===== src/rtl/fifo_pkg.sv =====
// Shared definitions for the dual-clock FIFO: default geometry and the
// binary/Gray pointer conversions used on both sides of the clock crossing.
package fifo_pkg;

    localparam int unsigned FIFO_ADDR_W = 4;
    localparam int unsigned FIFO_DEPTH  = 2 ** FIFO_ADDR_W;

    // Conversions work on a 32-bit container; callers zero-extend and truncate.
    function automatic logic [31:0] bin2gray(input logic [31:0] b);
        return b ^ (b >> 1);
    endfunction

    function automatic logic [31:0] gray2bin(input logic [31:0] g);
        logic [31:0] b;
        b = '0;
        for (int i = 31; i >= 0; i--) begin
            b[i] = (i == 31) ? g[i] : (b[i+1] ^ g[i]);
        end
        return b;
    endfunction

endpackage


===== src/rtl/sync_2ff.sv =====
// Two-flop synchronizer for a Gray-coded bus entering the write clock domain.
module sync_2ff #(
    parameter int WIDTH = 5
) (
    input  logic             clk,
    input  logic             rst,
    input  logic [WIDTH-1:0] d,
    output logic [WIDTH-1:0] q
);

    logic [WIDTH-1:0] rq1;
    logic [WIDTH-1:0] rq2;

    always_ff @(posedge clk or posedge rst) begin
        if (rst) begin
            rq1 <= '0;
            rq2 <= '0;
        end else begin
            rq1 <= d;
            rq2 <= rq1;
        end
    end

    assign q = rq2;

endmodule


===== src/rtl/fifo_wr_arbiter_ctrl.sv =====
// Write-side controller of the dual-clock FIFO: round-robin producer arbitration,
// write pointer maintenance and conservative full / almost-full flags.
module fifo_wr_arbiter_ctrl
    import fifo_pkg::*;
#(
    parameter int ADDR_W   = FIFO_ADDR_W,
    parameter int DATA_W   = 8,
    parameter int NREQ     = 4,
    parameter int AFULL_TH = 2
) (
    input  logic                   clk,
    input  logic                   rst,
    input  logic [NREQ-1:0]        req,
    input  logic [NREQ*DATA_W-1:0] wdata_in,
    output logic [NREQ-1:0]        gnt,
    input  logic [ADDR_W:0]        rptr_gray,
    output logic                   mem_we,
    output logic [ADDR_W-1:0]      mem_waddr,
    output logic [DATA_W-1:0]      mem_wdata,
    output logic [ADDR_W:0]        wptr_gray,
    output logic                   wfull,
    output logic                   walmost_full
);

    localparam int PW    = ADDR_W + 1;
    localparam int IDX_W = $clog2(NREQ);
    localparam int DEPTH = 2 ** ADDR_W;

    logic [PW-1:0]     wbin;
    logic [PW-1:0]     wbin_next;
    logic [PW-1:0]     wgray_next;
    logic [PW-1:0]     rq2;
    logic [PW-1:0]     rbin_s;
    logic [PW-1:0]     level;
    logic [PW-1:0]     full_gray;
    logic [IDX_W-1:0]  last_gnt;
    logic [IDX_W-1:0]  gnt_idx;
    logic [IDX_W-1:0]  cand_idx;
    logic              found;
    logic [DATA_W-1:0] wdata_arr [NREQ];

    for (genvar i = 0; i < NREQ; i++) begin : g_unpack
        assign wdata_arr[i] = wdata_in[i*DATA_W +: DATA_W];
    end

    sync_2ff #(
        .WIDTH(PW)
    ) u_rptr_sync (
        .clk(clk),
        .rst(rst),
        .d  (rptr_gray),
        .q  (rq2)
    );

    // Rotating priority: the search starts one past the last winner and wraps.
    always_comb begin
        gnt      = '0;
        gnt_idx  = '0;
        cand_idx = '0;
        found    = 1'b0;
        if (!rst && !wfull) begin
            for (int k = 1; k <= NREQ; k++) begin
                cand_idx = IDX_W'((int'(last_gnt) + k) % NREQ);
                if (!found && req[cand_idx]) begin
                    found   = 1'b1;
                    gnt_idx = cand_idx;
                end
            end
        end
        if (found) begin
            gnt[gnt_idx] = 1'b1;
        end
    end

    assign mem_we    = found;
    assign mem_waddr = wbin[ADDR_W-1:0];
    assign mem_wdata = wdata_arr[gnt_idx];

    assign wbin_next  = wbin + PW'(mem_we);
    assign wgray_next = PW'(bin2gray(32'(wbin_next)));
    assign rbin_s     = PW'(gray2bin(32'(rq2)));
    assign level      = wbin_next - rbin_s;
    // Full when the write pointer is exactly one lap ahead of the synchronized read pointer.
    assign full_gray  = {~rq2[ADDR_W:ADDR_W-1], rq2[ADDR_W-2:0]};

    always_ff @(posedge clk or posedge rst) begin
        if (rst) begin
            wbin         <= '0;
            wptr_gray    <= '0;
            last_gnt     <= '0;
            wfull        <= 1'b0;
            walmost_full <= 1'b0;
        end else begin
            if (mem_we) begin
                wbin      <= wbin_next;
                wptr_gray <= wgray_next;
                last_gnt  <= gnt_idx;
            end
            wfull        <= (wgray_next == full_gray);
            walmost_full <= (level >= PW'(DEPTH - AFULL_TH));
        end
    end

endmodule


===== config.mk =====
export PLATFORM = sky130hd
export DESIGN_NAME = fifo_wr_arbiter_ctrl
export DESIGN_NICKNAME = d
export VERILOG_FILES = /design/src/rtl/fifo_pkg.sv /design/src/rtl/sync_2ff.sv /design/src/rtl/fifo_wr_arbiter_ctrl.sv
export SDC_FILE = /design/constraint.sdc
export NUM_CORES = 1
export LEC_CHECK = 0
export CAP_MARGIN = 20
export CELL_PAD_IN_SITES_DETAIL_PLACEMENT = 1
export CELL_PAD_IN_SITES_GLOBAL_PLACEMENT = 1
export CORE_UTILIZATION = 28
export CTS_BUF_LIST = sky130_fd_sc_hd__clkbuf_16
export CTS_CLUSTER_DIAMETER = 30
export DETAILED_ROUTE_END_ITERATION = 8
export GPL_TIMING_DRIVEN = 0
export HOLD_SLACK_MARGIN = 0.02
export PLACE_DENSITY = 0.78
export SETUP_SLACK_MARGIN = 0.5
export SYNTH_ARGS = -nofsm -noshare
export SYNTH_HDL_FRONTEND = slang
export SYNTH_SLANG_ARGS = --single-unit

===== constraint.sdc =====
create_clock -name clk -period 3 [get_ports clk]
set_input_delay 0.6 -clock clk [delete_from_list [all_inputs] [get_ports clk]]
set_output_delay 0.6 -clock clk [all_outputs]
set_load 0.02 [all_outputs]

Word level (Yosys, flattened, before mapping). Cells that the tools add are included. Widths: inputs -> output; s select.

Word-level logic and storage cells: 66. Output and inout bits: 24. Input port bits: 43. Register bits: 24.

$lt $le $gt $ge: 8. Bitwise gates (word level): 7. Reduce and logical (&&, ||, !) cells: 10. $add $sub $neg: 6. Eq/ne operators: 1. Mux-type cells: 27.

Operator list (number): $bmux 8 s2 (1); $mux 8 (2); $lt 2x3->1 const B (5); $mux 1 (13); $mux 2 (5); $bmux 1 s2 (4); $add 5x1->5 (1); $eq 5x5->1 (1); $ge 5x4->1 const B (1); $logic_and 1x1->1 (5); $logic_not 1->1 (5); $sub 5x5->5 (1); $xor 5x4->5 (1); $add 2x1->2 const B (2); $add 2x2->2 const B (2); $mux 4 (1); $xor 1x1->1 (4); $ge 3x3->1 const B (1); $not 2->3 (1); $demux 1 s2 (1); $ge 2x1->1 const B (1); $not 2->2 (1).

Logic depth before layout (Yosys ltp).
Depth after elaboration: 22. Depth in mapped cells: 13. Gate-level depth less buffers: 12.

Hierarchy. A second synthesis with hierarchy kept.

Cell total of the unflattened synthesis: 151. Area total of the unflattened synthesis: 1564.0 sq um.

By module, submodules not included: fifo_wr_arbiter_ctrl (instances 1, area an instance 1310.0 sq um, seq. area each 325.3 sq um, cells each 140); sync_2ff (instances 1, area an instance 254.0 sq um, seq. area each 250.2 sq um, cells each 11).

Worst setup path after synthesis. No wires, ideal clock.

Path type: input port to flip-flop. Start point: input port req[0]. End point: register walmost_full. Arrival time: 3.532 ns. Required time: 2.873 ns. Slack: -0.659 ns. Cell stages on the path: 13. Cells stage by stage: nor2_1 -> a211o_1 -> inv_1 -> buf_1 -> ha_1 -> ha_1 -> clkbuf_1 -> inv_1 -> fa_1 -> or4b_4 -> nand3_2 -> xnor2_1 -> o31ai_1.

Longest elaborated chain between the ends: 19. Elaborated cells between the ends (all ways): 25. Those cells by class: add/sub (2); order compare (1); mux (16); reduce/logical (6).

Ends and longest elaborated chain: start, declared (line fifo_wr_arbiter_ctrl.sv:13) `input logic [NREQ-1:0] req,`; $bmux 1 s2 (line fifo_wr_arbiter_ctrl.sv:64) `if (!found && req[cand_idx]) begin`; $mux 1 (not written as such) (line fifo_wr_arbiter_ctrl.sv:64); $mux 1 (line fifo_wr_arbiter_ctrl.sv:64); $mux 1 (line fifo_wr_arbiter_ctrl.sv:61) `if (!rst && !wfull) begin`; $logic_not 1->1 (line fifo_wr_arbiter_ctrl.sv:64); $logic_and 1x1->1 (line fifo_wr_arbiter_ctrl.sv:64); $mux 1 (line fifo_wr_arbiter_ctrl.sv:64); $mux 1 (line fifo_wr_arbiter_ctrl.sv:61); [5 not listed]; $logic_and 1x1->1 (line fifo_wr_arbiter_ctrl.sv:64); $mux 1 * (line fifo_wr_arbiter_ctrl.sv:64); $mux 1 * (line fifo_wr_arbiter_ctrl.sv:61); via mem_we (line fifo_wr_arbiter_ctrl.sv:17) `output logic mem_we,`; $add 5x1->5 * (line fifo_wr_arbiter_ctrl.sv:79) `assign wbin_next = wbin + PW'(mem_we);`; via wbin_next[1] (line fifo_wr_arbiter_ctrl.sv:30) `logic [PW-1:0] wbin_next;`; $sub 5x5->5 * (line fifo_wr_arbiter_ctrl.sv:82) `assign level = wbin_next - rbin_s;`; $ge 5x4->1 * (line fifo_wr_arbiter_ctrl.sv:100) `walmost_full <= (level >= PW'(DEPTH - AFULL_TH));`; end signal, assigned (line fifo_wr_arbiter_ctrl.sv:100); end, declared (line fifo_wr_arbiter_ctrl.sv:22) `output logic walmost_full`.

Mark *: on every way through the listed nets, which the timed path passes. The rest lies on a longest branch. The select of a mux whose other input is x is not followed. A chain may end at the register's enable or synchronous reset.

Worst setup path in the final report.
Start point: register last_gnt[0]. End point: output port mem_wdata[1].

Longest elaborated chain between the ends: 21. Elaborated cells between the ends (all ways): 33. Those cells by class: add/sub (4); mux (22); bitwise (1); reduce/logical (6).

Ends and longest elaborated chain: start, declared (line fifo_wr_arbiter_ctrl.sv:36) `logic [IDX_W-1:0] last_gnt;`; start signal, assigned (line fifo_wr_arbiter_ctrl.sv:97) `last_gnt <= gnt_idx;`; $add 2x1->2 (line fifo_wr_arbiter_ctrl.sv:63) `cand_idx = IDX_W'((int'(last_gnt) + k) % NREQ);`; $bmux 1 s2 (line fifo_wr_arbiter_ctrl.sv:64); $mux 1 (not written as such) (line fifo_wr_arbiter_ctrl.sv:64); $mux 1 (line fifo_wr_arbiter_ctrl.sv:64); $mux 1 (line fifo_wr_arbiter_ctrl.sv:61); $logic_not 1->1 (line fifo_wr_arbiter_ctrl.sv:64); $logic_and 1x1->1 (line fifo_wr_arbiter_ctrl.sv:64); $mux 1 (line fifo_wr_arbiter_ctrl.sv:64); [4 not listed]; $mux 1 (line fifo_wr_arbiter_ctrl.sv:61); $logic_not 1->1 (line fifo_wr_arbiter_ctrl.sv:64); $logic_and 1x1->1 (line fifo_wr_arbiter_ctrl.sv:64); $mux 2 * (line fifo_wr_arbiter_ctrl.sv:64); $mux 2 * (line fifo_wr_arbiter_ctrl.sv:61); $not 2->3 (not written as such) * (line fifo_wr_arbiter_ctrl.sv:77) `assign mem_wdata = wdata_arr[gnt_idx];`; $bmux 8 s2 * (line fifo_wr_arbiter_ctrl.sv:77); $mux 8 (not written as such) * (2 in a row) (line fifo_wr_arbiter_ctrl.sv:77); end, declared (line fifo_wr_arbiter_ctrl.sv:19) `output logic [DATA_W-1:0] mem_wdata,`.

Every way passes the cells marked *; elsewhere a longest branch is shown, timed or not. The select of a mux whose other input is x is not followed.

==> impl_metrics.yaml <==
finish:
  final_cell_area_sq_um: 2930
  n_antenna_cell: 0
  register_area_sq_um: 576
  fill_cells: 558
  area_delta_synth_final_pct: 89.3
  nNetsFinal: 296
  fin_cells: 315
  multi_input_area_sq_um: 1140
  layout-drive-gt1-share_pct: 42.0
flow_run:
  drv_cap: 0
critical_path:
  endpoint_kind: "primary output"
  cpMaxStageDelayCell: "dfrtp_1"
  start_kind: "register"
  worstPathArrival_ns: 2.18
  worstReg2RegStart: "u_rptr_sync.q[3]"
  cp_cell_sequence: "or3b_4 -> a31oi_4 -> buf_6 -> buf_4 -> buf_8 -> mux2i_1 -> mux2i_2 -> buf_2"
  critPathBufInv: 4
  cp.required_ns: 2.40
  slowest_delay_ns: 0.43
  crit_family: "buffers and inverters"
  crit_fanout: 5
  startpoint: "last_gnt[0]"
  path_class: "register to primary output"
synth:
  yosysWarnings: 0
  synthXorXnorAreaFrac_pct: 15.1
  async_flop_share_pct: 100
  synth-simple-area-share_pct: 13.0
  synth_top_family_by_area: "multiplexers"
  synth_top_cell_by_area: "dfrtp_1"
  synth_cells: 143
  muxShareOfSynthArea_pct: 17.7
  synth_adder_area_share_pct: 6.14
  ys.flop_type: "dfrtp_1"
  syn_area_sq_um: 1550
  synth.distinct_cells: 41
  ys_top_cells_by_area: "dfrtp_1 (37%), mux2i_1 (16%), xnor2_1 (6.8%)"
  ys_ff_latch: 23
  synth.most_common_cell: "mux2i_1"
  yosys.area.top_type_share_pct: 37.2
  synth_nets: 193
  synth-seq-area-share_pct: 37.2
  ys_top_cells_by_count: "mux2i_1 (24), dfrtp_1 (23), xnor2_1 (12), inv_1 (8)"
  synth_edf_count: 0
  synth_compound_area_share_pct: 6.70
  post_synth.cell_area_avg_sq_um: 10.8
timing:
  fin_skew_ns: 0.00127
  fin_crit_ns: 2.78
  hold_viol_final: 0
  grt_setup_unrepaired: "true"
  finalSetupTns_ns: 0
  worst-slew-pin-transition_ns: 0.872
  slew_violations: 0
  max_freq_mhz: 360
  period_share_pct: 92.7
  final-setup-viol-count: 0
  relSlewSlack_pct: 41.8
  holdWs_ns: 0.348
clock_tree:
  clockBufferDepth: 2
  clkTransAtPathRegs_ns: 0.06
  h-tree-depth: 1
  hold_buffers: 0
  cts_sinks: 23
  cts_buffers: 3
  clock_latency_ns: 0.26
  tritoncts: "done"
  cts_root_buffer: "clkbuf_16"
floorplan:
  die-area_sq_um: 5830
  core_sq_um: 5200
  rows: 26
  dieWidth_um: 76.4
  start_util_pct: 29.8
  pin_count: 67
  die_h_um: 76.4
global_routing:
  overflow: 0
  grt_pass1_vias: 1616
  grt_pass1_wl_um: 8480
  grtUsageTotal_pct: 18.5
  antenna_found_initial: 0
  grt_max_degree: 24
routing:
  drt_iter0_drc: 22
  ant_nets: 0
  post_drt_wl_per_cell_um: 18.8
  via_per_inst: 4.73
  via_count: 1489
  firstDrtPassIters: 4
  drt-total-wl_um: 5910
  drc: 0
pwr:
  p_per_area_nw_per_um2: 932
  finalPower_w: 0.00273
  leakage_nw: 1.21
  vdd_ir_drop_max_mv: 0.660
min_path:
  hold_class: "register to register"
  hp-start: "u_rptr_sync.rq1[2]"
place:
  dpl-instance-area_sq_um: 2420
  place_congestion: 0.769
  place_inst: 279
  portBuffers: 66
  dp_hpwl_um: 3410
outcome:
  status: "finished clean"
## placed cells by master (no fill, tap or decap), types with 4 or more instances in the layout
cell | Yosys | layout
xnor2_1 | 12 | 12
nor2b_1 | 7 | 4
inv_1 | 8 | 4
a21oi_1 | 5 | 5
xor2_1 | 7 | 6
buf_6 | 1 | 12
buf_2 | 1 | 5
mux2i_1 | 24 | 12
nor2_1 | 7 | 4
buf_8 | 0 | 6
buf_4 | 1 | 30
dfrtp_1 | 23 | 23
mux2i_2 | 0 | 10
clkdlybuf4s50_1 | 0 | 48
## kinds of logic after synthesis
group / Yosys count
and+or+nand+nor: 33
muxes: 27
xor gates and xnor gates: 22
DFF: 23
AOI/OAI and AO/OA: 17
adders and majority gates: 7
buffers and inverters: 14
## sequential cells by signal, indices dropped and copies added, names as in the netlist
| register | count |
|---|---|
| wptr_gray | 5 |
| u_rptr_sync.q | 5 |
| wfull | 1 |
| walmost_full | 1 |
| wbin | 4 |
| u_rptr_sync.rq1 | 5 |
| last_gnt | 2 |
## metal layers
metal  part of all wire (%)  wire, um  global-route usage, %  vias up
met5                      0         0                      0        -
met4                    2.3       133                   4.04        0
met3                    3.7       217                   3.11       11
met2                     55      3240                   32.7       42
met1                     39      2320                   23.5      732
li1                       -         -                      -      704
## final timing paths
path	endpoint	slack (ns)	cells after the start
setup / recovery	mem_wdata[1]	0.22	8
hold / removal	u_rptr_sync.q[2]	0.35	0
setup reg to reg	walmost_full	0.33	9
hold reg to reg	u_rptr_sync.q[2]	0.35	0
max in group asynchronous	u_rptr_sync.q[1]	1.92	2
min in group asynchronous	wptr_gray[3]	0.55	2
## layout make-up
| class | instances | share of cell area, % |
|---|---|---|
| Multi-Input combinational cell | 106 | 38.8 |
| Timing Repair Buffer | 98 | 32.1 |
| Sequential cell | 23 | 19.6 |
| Tap cell | 70 | 2.99 |
| Clock buffer | 3 | 2.56 |
| Buffer | 6 | 2.48 |
| Inverter | 8 | 1.28 |
| Clock inverter | 1 | 0.256 |
## power by group
part | total (W) | internal (W) | switching (W)
Combinational | 0.00193 | 0.00105 | 0.000881
Clock | 0.000301 | 0.000181 | 0.000120
Sequential | 0.000505 | 0.000403 | 0.000101
Total | 0.00273 | 0.00163 | 0.00110
## what timing repair did
action                     CTS  global route
gates cloned                 1             0
setup buffers               14            17
setup endpoints to repair   20            14
pin swaps                    8            10
resized for setup           94            40
## per-stage QoR
| step | util (%) | setup slack [ns] |
|---|---|---|
| after floorplan | - | 0.0840 |
| after global placement | 46.5 | -0.703 |
| after detailed placement | 46.5 | -0.732 |
| after CTS | 51.0 | 0.260 |
| after global routing | 56.3 | 0.168 |
| final | 56.3 | 0.220 |
Power figures use the tool's default switching activity.
